--- config.mk ---
export PLATFORM = sky130hd
export DESIGN_NAME = audio_volume_scaler
export DESIGN_NICKNAME = d
export VERILOG_FILES = /design/src/rtl/audio_volume_scaler.sv
export SDC_FILE = /design/constraint.sdc
export NUM_CORES = 1
export LEC_CHECK = 0
export BUFFER_PORTS_ARGS = -buffer_cell sky130_fd_sc_hd__clkbuf_2
export CORE_ASPECT_RATIO = 2
export CORE_MARGIN = 4
export CORE_UTILIZATION = 30
export DETAILED_ROUTE_END_ITERATION = 7
export SETUP_SLACK_MARGIN = 0.4
export SYNTH_ARGS = -nofsm -noshare
export SYNTH_HDL_FRONTEND = slang
export SYNTH_SLANG_ARGS = --single-unit
--- constraint.sdc ---
create_clock -name mon_clk -period 14.3 [get_ports mon_clk]
set_clock_uncertainty 0.2 [all_clocks]
set_input_delay 2.145 -clock mon_clk [delete_from_list [all_inputs] [get_ports mon_clk]]
set_output_delay 2.145 -clock mon_clk [all_outputs]
set_load 0.02 [all_outputs]
--- src/rtl/audio_volume_scaler.sv ---
// audio_volume_scaler
//   Per-channel dB attenuation and mute for 16-bit stereo samples. Each
//   accepted sample first ramps the current attenuation one bounded step
//   toward its target, then scales L and R with a serial shift-add
//   multiplier (one partial product per cycle, 16 cycles per channel).
//
// Ports
//   mon_clk      in   sole clock
//   reset        in   synchronous, active-high reset
//   in_valid     in   1-cycle strobe, in_data holds a new sample
//   in_data      in   [31:16]=L, [15:0]=R, signed
//   db_val_valid in   1-cycle strobe, lch_db/rch_db/is_muted valid
//   lch_db       in   left target attenuation, dB (0..63)
//   rch_db       in   right target attenuation, dB (0..63)
//   is_muted     in   mute request
//   out_valid    out  1-cycle strobe, out_data holds the scaled sample
//   out_data     out  scaled sample, same packing as in_data
//   busy         out  high while a sample is in flight
//   overrun      out  1-cycle pulse, in_valid arrived while busy (dropped)
module audio_volume_scaler #(
    parameter int unsigned MUTE_DB   = 60,
    parameter int unsigned RAMP_STEP = 1
) (
    input  logic        mon_clk,
    input  logic        reset,
    input  logic        in_valid,
    input  logic [31:0] in_data,
    input  logic        db_val_valid,
    input  logic [5:0]  lch_db,
    input  logic [5:0]  rch_db,
    input  logic        is_muted,
    output logic        out_valid,
    output logic [31:0] out_data,
    output logic        busy,
    output logic        overrun
);

    typedef enum logic [2:0] {
        S_IDLE,
        S_RAMP,
        S_MUL_L,
        S_MUL_R,
        S_DONE
    } state_t;

    state_t             state_q, state_d;
    logic [31:0]        sample_q, sample_d;
    logic [5:0]         tgt_l_q, tgt_l_d;
    logic [5:0]         tgt_r_q, tgt_r_d;
    logic [5:0]         cur_l_q, cur_l_d;
    logic [5:0]         cur_r_q, cur_r_d;
    logic               mute_q, mute_d;
    logic [3:0]         cnt_q, cnt_d;
    logic signed [32:0] acc_q, acc_d;
    logic [15:0]        y_l_q, y_l_d;
    logic [31:0]        out_data_q, out_data_d;
    logic               overrun_q, overrun_d;

    // Datapath for the channel currently being multiplied
    logic [5:0]         cur_sel;
    logic [5:0]         gain_q;
    logic [5:0]         gain_r;
    logic [5:0]         shamt;
    logic [15:0]        mant;
    logic [15:0]        s;
    logic signed [32:0] s_ext;
    logic signed [32:0] pp;
    logic signed [32:0] prod;
    logic [15:0]        y;
    logic               zero_out;

    function automatic logic [15:0] mant_lut(input logic [5:0] r);
        logic [15:0] m;
        case (r)
            6'd0:    m = 16'd32768;
            6'd1:    m = 16'd29205;
            6'd2:    m = 16'd26029;
            6'd3:    m = 16'd23198;
            6'd4:    m = 16'd20675;
            6'd5:    m = 16'd18427;
            default: m = 16'd32768;
        endcase
        return m;
    endfunction

    // Move cur toward tgt by at most RAMP_STEP dB
    function automatic logic [5:0] ramp(input logic [5:0] cur, input logic [5:0] tgt);
        logic [6:0] diff;
        logic [6:0] step;
        logic [5:0] nxt;
        if (tgt > cur) diff = 7'(tgt) - 7'(cur);
        else           diff = 7'(cur) - 7'(tgt);
        step = (32'(diff) > RAMP_STEP) ? 7'(RAMP_STEP) : diff;
        if (tgt > cur) nxt = cur + step[5:0];
        else           nxt = cur - step[5:0];
        return nxt;
    endfunction

    always_comb begin
        cur_sel  = (state_q == S_MUL_L) ? cur_l_q : cur_r_q;
        gain_q   = cur_sel / 6'd6;
        gain_r   = cur_sel % 6'd6;
        shamt    = 6'd15 + gain_q;
        mant     = mant_lut(gain_r);
        s        = (state_q == S_MUL_L) ? sample_q[31:16] : sample_q[15:0];
        s_ext    = {{17{s[15]}}, s};
        // Mantissa is the unsigned multiplier, so each set bit adds the
        // sign-extended sample shifted into place; after 16 bits acc holds s*MANT.
        pp       = mant[cnt_q] ? (s_ext <<< cnt_q) : '0;
        prod     = acc_q + pp;
        zero_out = (32'(cur_sel) >= MUTE_DB);
        y        = zero_out ? '0 : 16'(prod >>> shamt);
    end

    always_comb begin
        state_d    = state_q;
        sample_d   = sample_q;
        tgt_l_d    = tgt_l_q;
        tgt_r_d    = tgt_r_q;
        cur_l_d    = cur_l_q;
        cur_r_d    = cur_r_q;
        mute_d     = mute_q;
        cnt_d      = cnt_q;
        acc_d      = acc_q;
        y_l_d      = y_l_q;
        out_data_d = out_data_q;
        overrun_d  = 1'b0;

        if (db_val_valid) begin
            tgt_l_d = lch_db;
            tgt_r_d = rch_db;
            mute_d  = is_muted;
        end

        case (state_q)
            S_IDLE, S_DONE: begin
                if (in_valid) begin
                    sample_d = in_data;
                    state_d  = S_RAMP;
                end else begin
                    state_d  = S_IDLE;
                end
            end
            S_RAMP: begin
                overrun_d = in_valid;
                cur_l_d   = ramp(cur_l_q, tgt_l_q);
                cur_r_d   = ramp(cur_r_q, tgt_r_q);
                acc_d     = '0;
                cnt_d     = '0;
                state_d   = S_MUL_L;
            end
            S_MUL_L: begin
                overrun_d = in_valid;
                acc_d     = prod;
                cnt_d     = cnt_q + 4'd1;
                if (cnt_q == 4'd15) begin
                    y_l_d   = y;
                    acc_d   = '0;
                    state_d = S_MUL_R;
                end
            end
            S_MUL_R: begin
                overrun_d = in_valid;
                acc_d     = prod;
                cnt_d     = cnt_q + 4'd1;
                if (cnt_q == 4'd15) begin
                    // Mute is applied to both channels together at output time
                    out_data_d = mute_q ? '0 : {y_l_q, y};
                    acc_d      = '0;
                    state_d    = S_DONE;
                end
            end
            default: state_d = S_IDLE;
        endcase
    end

    always_ff @(posedge mon_clk) begin
        if (reset) begin
            state_q    <= S_IDLE;
            sample_q   <= '0;
            tgt_l_q    <= '0;
            tgt_r_q    <= '0;
            cur_l_q    <= '0;
            cur_r_q    <= '0;
            mute_q     <= 1'b0;
            cnt_q      <= '0;
            acc_q      <= '0;
            y_l_q      <= '0;
            out_data_q <= '0;
            overrun_q  <= 1'b0;
        end else begin
            state_q    <= state_d;
            sample_q   <= sample_d;
            tgt_l_q    <= tgt_l_d;
            tgt_r_q    <= tgt_r_d;
            cur_l_q    <= cur_l_d;
            cur_r_q    <= cur_r_d;
            mute_q     <= mute_d;
            cnt_q      <= cnt_d;
            acc_q      <= acc_d;
            y_l_q      <= y_l_d;
            out_data_q <= out_data_d;
            overrun_q  <= overrun_d;
        end
    end

    assign out_valid = (state_q == S_DONE);
    assign busy      = (state_q == S_RAMP) || (state_q == S_MUL_L) || (state_q == S_MUL_R);
    assign out_data  = out_data_q;
    assign overrun   = overrun_q;

endmodule

==> results.json, run 1 <==
{
  "outcome": "complete, no violations",
  "postCtsSetupRepairBufs": 0,
  "ios": 84,
  "cts_buffer_depth": 2,
  "fmax_mhz": 114,
  "clock_latency_ns": 0.45,
  "gr-total-overflow": 0,
  "syn_area_um2": 12300,
  "antenna_found_initial": 0,
  "antenna_cells": 0,
  "avgSynthCellArea_um2": 7.64,
  "hold_path_class": "reg -> reg",
  "max-cap-violations": 0,
  "worstPathArrival_ns": 8.97,
  "critical-path-top-delay-family": "compound AO/OA/AOI/OAI gates",
  "end_kind": "flip-flop",
  "vias": 11942,
  "globalplace.congestion": 0.943,
  "rsz0062_at_grt": "false",
  "drc": 0,
  "cts_root_buffer": "clkbuf_16",
  "htreeDepth": 4,
  "layout.nets": 1750,
  "grt_start_max_net_pins": 68,
  "drt_iter0_drc": 693,
  "cts_buffers": 17,
  "wl_um": 42300,
  "cts_resized": 0,
  "clkTransAtPathRegs_ns": 0.06,
  "worst-path-buf-inv": 3,
  "rows": 104,
  "design_area_um2": 13700,
  "ys_seq_area_frac": 0.237,
  "dp_worst_setup_slack_ns": 5.71,
  "postPlaceCellArea_um2": 13100,
  "synth_top_flop_cell": "dfxtp_1",
  "ant_nets": 0,
  "cts_hold_buf": 0,
  "cts_num_sinks": 146,
  "dr.pass1.iters": 6,
  "cts_tree": "done",
  "powerDensity_nw_per_um2": 186,
  "grt_first_pass_wirelength_um": 65500,
  "period_share": 0.614,
  "drv_slew": 0,
  "relSlewSlack": 0.282,
  "port_buffers": 83,
  "worstPathRequired_ns": 14.48,
  "core_um2": 40500,
  "syn_to_final_growth_pct": 11.3,
  "layout_setup_ws_ns": 5.52,
  "syn_inst": 1611,
  "die_h_um": 294,
  "ir_drop_v": 0.000110,
  "ys_seq_elements": 146,
  "die-width_um": 151,
  "setup_violations": 0,
  "cpPeakStageDelay_ns": 0.68,
  "fillCellCount": 4233,
  "min_period_ns": 8.78,
  "grt_pass1_vias": 11945,
  "start_util": 0.304,
  "wl_per_cell_um": 19.5,
  "synth.distinct_cells": 86,
  "most-common-layout-cells": "nor2_1, nand2_1, a21oi_1",
  "async_reset_ff_frac": 0,
  "tightest_slew_ns": 1.08,
  "synth_edf_count": 0,
  "mostFrequentLayoutCell": "nor2_1",
  "avgViaCountPerCell": 5.51,
  "cp-start-kind": "flip-flop",
  "fin_tns_setup_ns": 0,
  "layout-drive-gt1-share": 0.112,
  "grt_util_all_layers": 0.188,
  "crit_fanout": 26,
  "ys.warnings.count": 0,
  "p_leak_nw": 5.37,
  "final_hold_viol_count": 0,
  "dp_hpwl_um": 33200,
  "cpMaxStageDelayCell": "dfxtp_1",
  "worstSetupPathType": "reg -> reg",
  "dieArea_um2": 44500
}
## routing by layer
metal	vias to the layer above	track usage	wire length, um
met5	-	0	0
met3	122	0.0225	1070
met1	5647	0.178	14500
met2	293	0.363	23500
li1	5880	-	-
met4	0	0.132	3290
## worst paths after layout
| check | depth (start not counted) | startpoint | endpoint | slack (ns) |
|---|---|---|---|---|
| hold reg to reg | 2 | sample_q[7] | sample_q[7] | 0.26 |
| setup / recovery | 30 | cur_r_q[2] | out_data[5] | 5.52 |
| setup reg to reg | 30 | cur_r_q[2] | out_data[5] | 5.52 |
| hold / removal | 2 | sample_q[7] | sample_q[7] | 0.26 |
## worst min-delay path: stages, from the launching register on
cell and delay, ns:
dfxtp_1 0.31, nand2_1 0.05, a21oi_1 0.05
## cell families (layout without fill, tap and decap cells)
group / Yosys count / after routing / synth area share
buf+inv: 165 / 189 / 0.0512
other cells: 1 / 2 / 0.000305
flops: 146 / 146 / 0.237
compound gates: 480 / 480 / 0.256
mux: 142 / 142 / 0.126
simple gates: 548 / 548 / 0.209
xor+xnor: 49 / 49 / 0.0355
fa+ha+maj: 80 / 80 / 0.0852
## area by class of cell
cell class | count | area, um2 | share of cell area
Clock buffer | 19 | 433 | 0.0316
Clock inverter | 13 | 128 | 0.00931
Inverter | 52 | 195 | 0.0142
Multi-Input combinational cell | 1301 | 8780 | 0.641
Sequential cell | 146 | 2920 | 0.213
Tap cell | 530 | 663 | 0.0484
Timing Repair Buffer | 105 | 583 | 0.0426
## synth_stat cells (all sizes together), types with 11 or more instances
| cell type | n | area [um2] |
|---|---|---|
| or2 | 11 | 68.8 |
| nor3b | 22 | 176 |
| and2 | 16 | 100 |
| dfxtp | 146 | 2920 |
| nand2 | 170 | 638 |
| nor2 | 185 | 694 |
| nand2b | 14 | 87.6 |
| a21oi | 151 | 756 |
| ha | 71 | 888 |
| mux2 | 14 | 158 |
| a31oi | 11 | 68.8 |
| nor3 | 25 | 125 |
| mux2i | 119 | 1190 |
| buf | 25 | 105 |
| xnor2 | 29 | 254 |
| inv | 49 | 184 |
| xor2 | 20 | 183 |
| clkbuf | 88 | 330 |
| a211oi | 29 | 218 |
| o21ai | 83 | 415 |
| nand3 | 30 | 150 |
| o211ai | 18 | 140 |
| a22oi | 34 | 255 |
| o21a | 13 | 97.6 |
| a21o | 28 | 210 |
| and3 | 11 | 68.8 |
| nor2b | 12 | 75.1 |
| a22o | 13 | 114 |
## power by group
group          total, mW  leakage [nW]  internal [mW]  switching [mW]
combinational       1.62          3.92          0.593            1.03
sequential         0.481          1.19          0.430          0.0512
clock              0.444         0.259          0.242           0.202
## sequential cells by signal, indices dropped and copies added (netlist names)
name	cells
acc_q	33
out_data	32
sample_q	32
y_l_q	16
cur_l_q	6
cur_r_q	6
tgt_l_q	6
tgt_r_q	6
cnt_q	4
state_q	3
mute_q	1
overrun	1
## through the flow
stage / cells / hold slack (ns) / total power [mW] / utilization
2_1_floorplan: 1612 / 0.217 / 1.68 / -
3_3_place_gp: 2134 / 0.244 / 2.07 / 0.325
3_5_place_dp: 2134 / 0.248 / 2.09 / 0.325
4_1_cts: 2166 / 0.257 / 2.54 / 0.339
5_1_grt: 2166 / 0.277 / 2.72 / 0.339
6_report: 2166 / 0.257 / 2.55 / 0.339
(Power assumes the default switching activity.)
==> inputs of run 2 (changes only) <==
Clock period 14.3 ns to 8.15 ns, I/O delays scaled along.
==> run 2 against run 1 <==
Net effect:
- clock power up 77%
- utilization grew 1.3 points
- via count increased by 3.6%
- combinational power increased by 90%
- first-iteration DRC count up 22%
- sequential power rose by 66%
- wire length is 4.6% higher
- fmax grew 18%
==> results.json, run 2 (synthesis results as in run 1) <==
{
  "sequentialPowerShare": 0.172,
  "drv_slew": 0,
  "hold_path_class": "reg -> reg",
  "antenna_cells": 0,
  "grt_first_pass_wirelength_um": 67300,
  "cp-start-kind": "flip-flop",
  "reg2reg_slack_ns": 0.72,
  "internal-power_mw": 2.29,
  "wl_per_cell_um": 20.0,
  "clkTransAtPathRegs_ns": 0.07,
  "drc": 0,
  "comb_power_share": 0.659,
  "start_util": 0.304,
  "ant_nets": 0,
  "syn_to_final_growth_pct": 15.5,
  "period_share": 0.912,
  "place_inst": 2174,
  "power_mw": 4.65,
  "cts_buffer_depth": 2,
  "htreeDepth": 4,
  "grt_pass1_vias": 12003,
  "cts_num_sinks": 146,
  "r2r_cells": 26,
  "antenna_found_initial": 0,
  "cts_hold_buf": 0,
  "route.met3.wl_um": 1370,
  "clkPwrFrac": 0.169,
  "relSlewSlack": 0.238,
  "avgViaCountPerCell": 5.60,
  "worstSetupPathType": "reg -> reg",
  "die_h_um": 294,
  "cpMaxStageDelayCell": "or4_1",
  "rows": 104,
  "fin_tns_setup_ns": 0,
  "switching_share": 0.508,
  "mostFrequentLayoutCell": "nor2_1",
  "dr.pass1.iters": 6,
  "clock_latency_ns": 0.46,
  "grt_start_max_net_pins": 71,
  "outcome": "complete, no violations",
  "worstPathArrival_ns": 7.63,
  "r2r_end": "out_data[5]",
  "post-route-util": 0.351,
  "grt_util_all_layers": 0.196,
  "vias": 12374,
  "tightest_slew_ns": 1.14,
  "core_um2": 40500,
  "cts_root_buffer": "clkbuf_16",
  "instances_no_fill": 2210,
  "hold_path_end": "y_l_q[11]",
  "reg2reg_from": "state_q[2]",
  "min_period_ns": 7.43,
  "wl_um": 44300,
  "ios": 84,
  "design_area_um2": 14200,
  "postPlaceCellArea_um2": 13400,
  "timing.hold.ws_ns": 0.248,
  "fillCellCount": 4203,
  "largest_register_ffs": 33,
  "final_hold_viol_count": 0,
  "p_switching_mw": 2.36,
  "ir_drop_v": 0.000235,
  "max-cap-violations": 0,
  "fmax_mhz": 135,
  "die-width_um": 151,
  "layout_setup_ws_ns": 0.719,
  "largest_register": "acc_q",
  "dieArea_um2": 44500,
  "dp_hpwl_um": 34500,
  "powerDensity_nw_per_um2": 327,
  "layout-drive-gt1-share": 0.154,
  "worstPathRequired_ns": 8.35,
  "most-common-layout-cells": "nor2_1, nand2_1, a21oi_1",
  "globalplace.congestion": 0.981,
  "holdPathStages": 2,
  "rsz0062_at_grt": "false",
  "p_leak_nw": 5.63,
  "cts_tree": "done",
  "dp_worst_setup_slack_ns": 0.203,
  "setup_violations": 0,
  "layout.nets": 1794,
  "port_buffers": 83,
  "cpPeakStageDelay_ns": 0.51,
  "crit_fanout": 25,
  "gr-total-overflow": 0,
  "cts_buffers": 17,
  "hold_start": "y_l_q[11]",
  "met1_length_um": 14900,
  "wl_met2_um": 24900,
  "end_kind": "flip-flop",
  "top_layer": "met4",
  "drt_iter0_drc": 842
}
run 2: timing repair:
action                                  4_1_cts  5_1_grt
pin swaps                                     1        7
endpoints found under the setup margin       28       33
resized for setup                             6       31
setup buffers                                 2        2
run 2: area by class of cell:
type	instances	area, um2	area share
repair buffers	149	917	0.0645
multi-input cells	1301	8950	0.630
inverters	52	195	0.0137
well taps	530	663	0.0466
clock inverters	15	140	0.00985
clock buffers	17	425	0.0299
flip-flops and latches	146	2930	0.206
run 2: critical path, delay by kind of cell, from the launching register on:
| family | cells | cell delay (ns) |
|---|---|---|
| AO/OA/AOI/OAI | 12 | 2.80 |
| AND/OR/NAND/NOR | 8 | 2.31 |
| adder cells (fa/ha/maj) | 2 | 0.57 |
| XOR/XNOR | 1 | 0.41 |
| flip-flops | 1 | 0.39 |
| buffers and inverters | 2 | 0.38 |
| multiplexers | 1 | 0.30 |
run 2: worst max-delay path by stage:
stage / to / cells past startpoint / from
floorplan: y_l_q[2] / 36 / state_q[0]
global route: out_data[1] / 28 / state_q[2]
CTS: out_data[11] / 30 / state_q[1]
global placement: out_data[11] / 32 / state_q[1]
finish: out_data[5] / 26 / state_q[2]
detailed placement: out_data[11] / 29 / state_q[1]
run 2: power groups by stage:
stage	Sequential [mW]	Combinational, mW	Clock [mW]
floorplan	0.801	2.16	0
global placement	0.812	2.96	0
detailed placement	0.815	2.96	0
CTS	0.799	2.99	0.800
global route	0.806	3.31	0.827
finish	0.800	3.07	0.784
run 2: layer usage:
metal	track usage	up-vias
met1	0.183	5920
met5	0	-
li1	-	5972
met4	0.128	0
met2	0.385	360
met3	0.0228	122
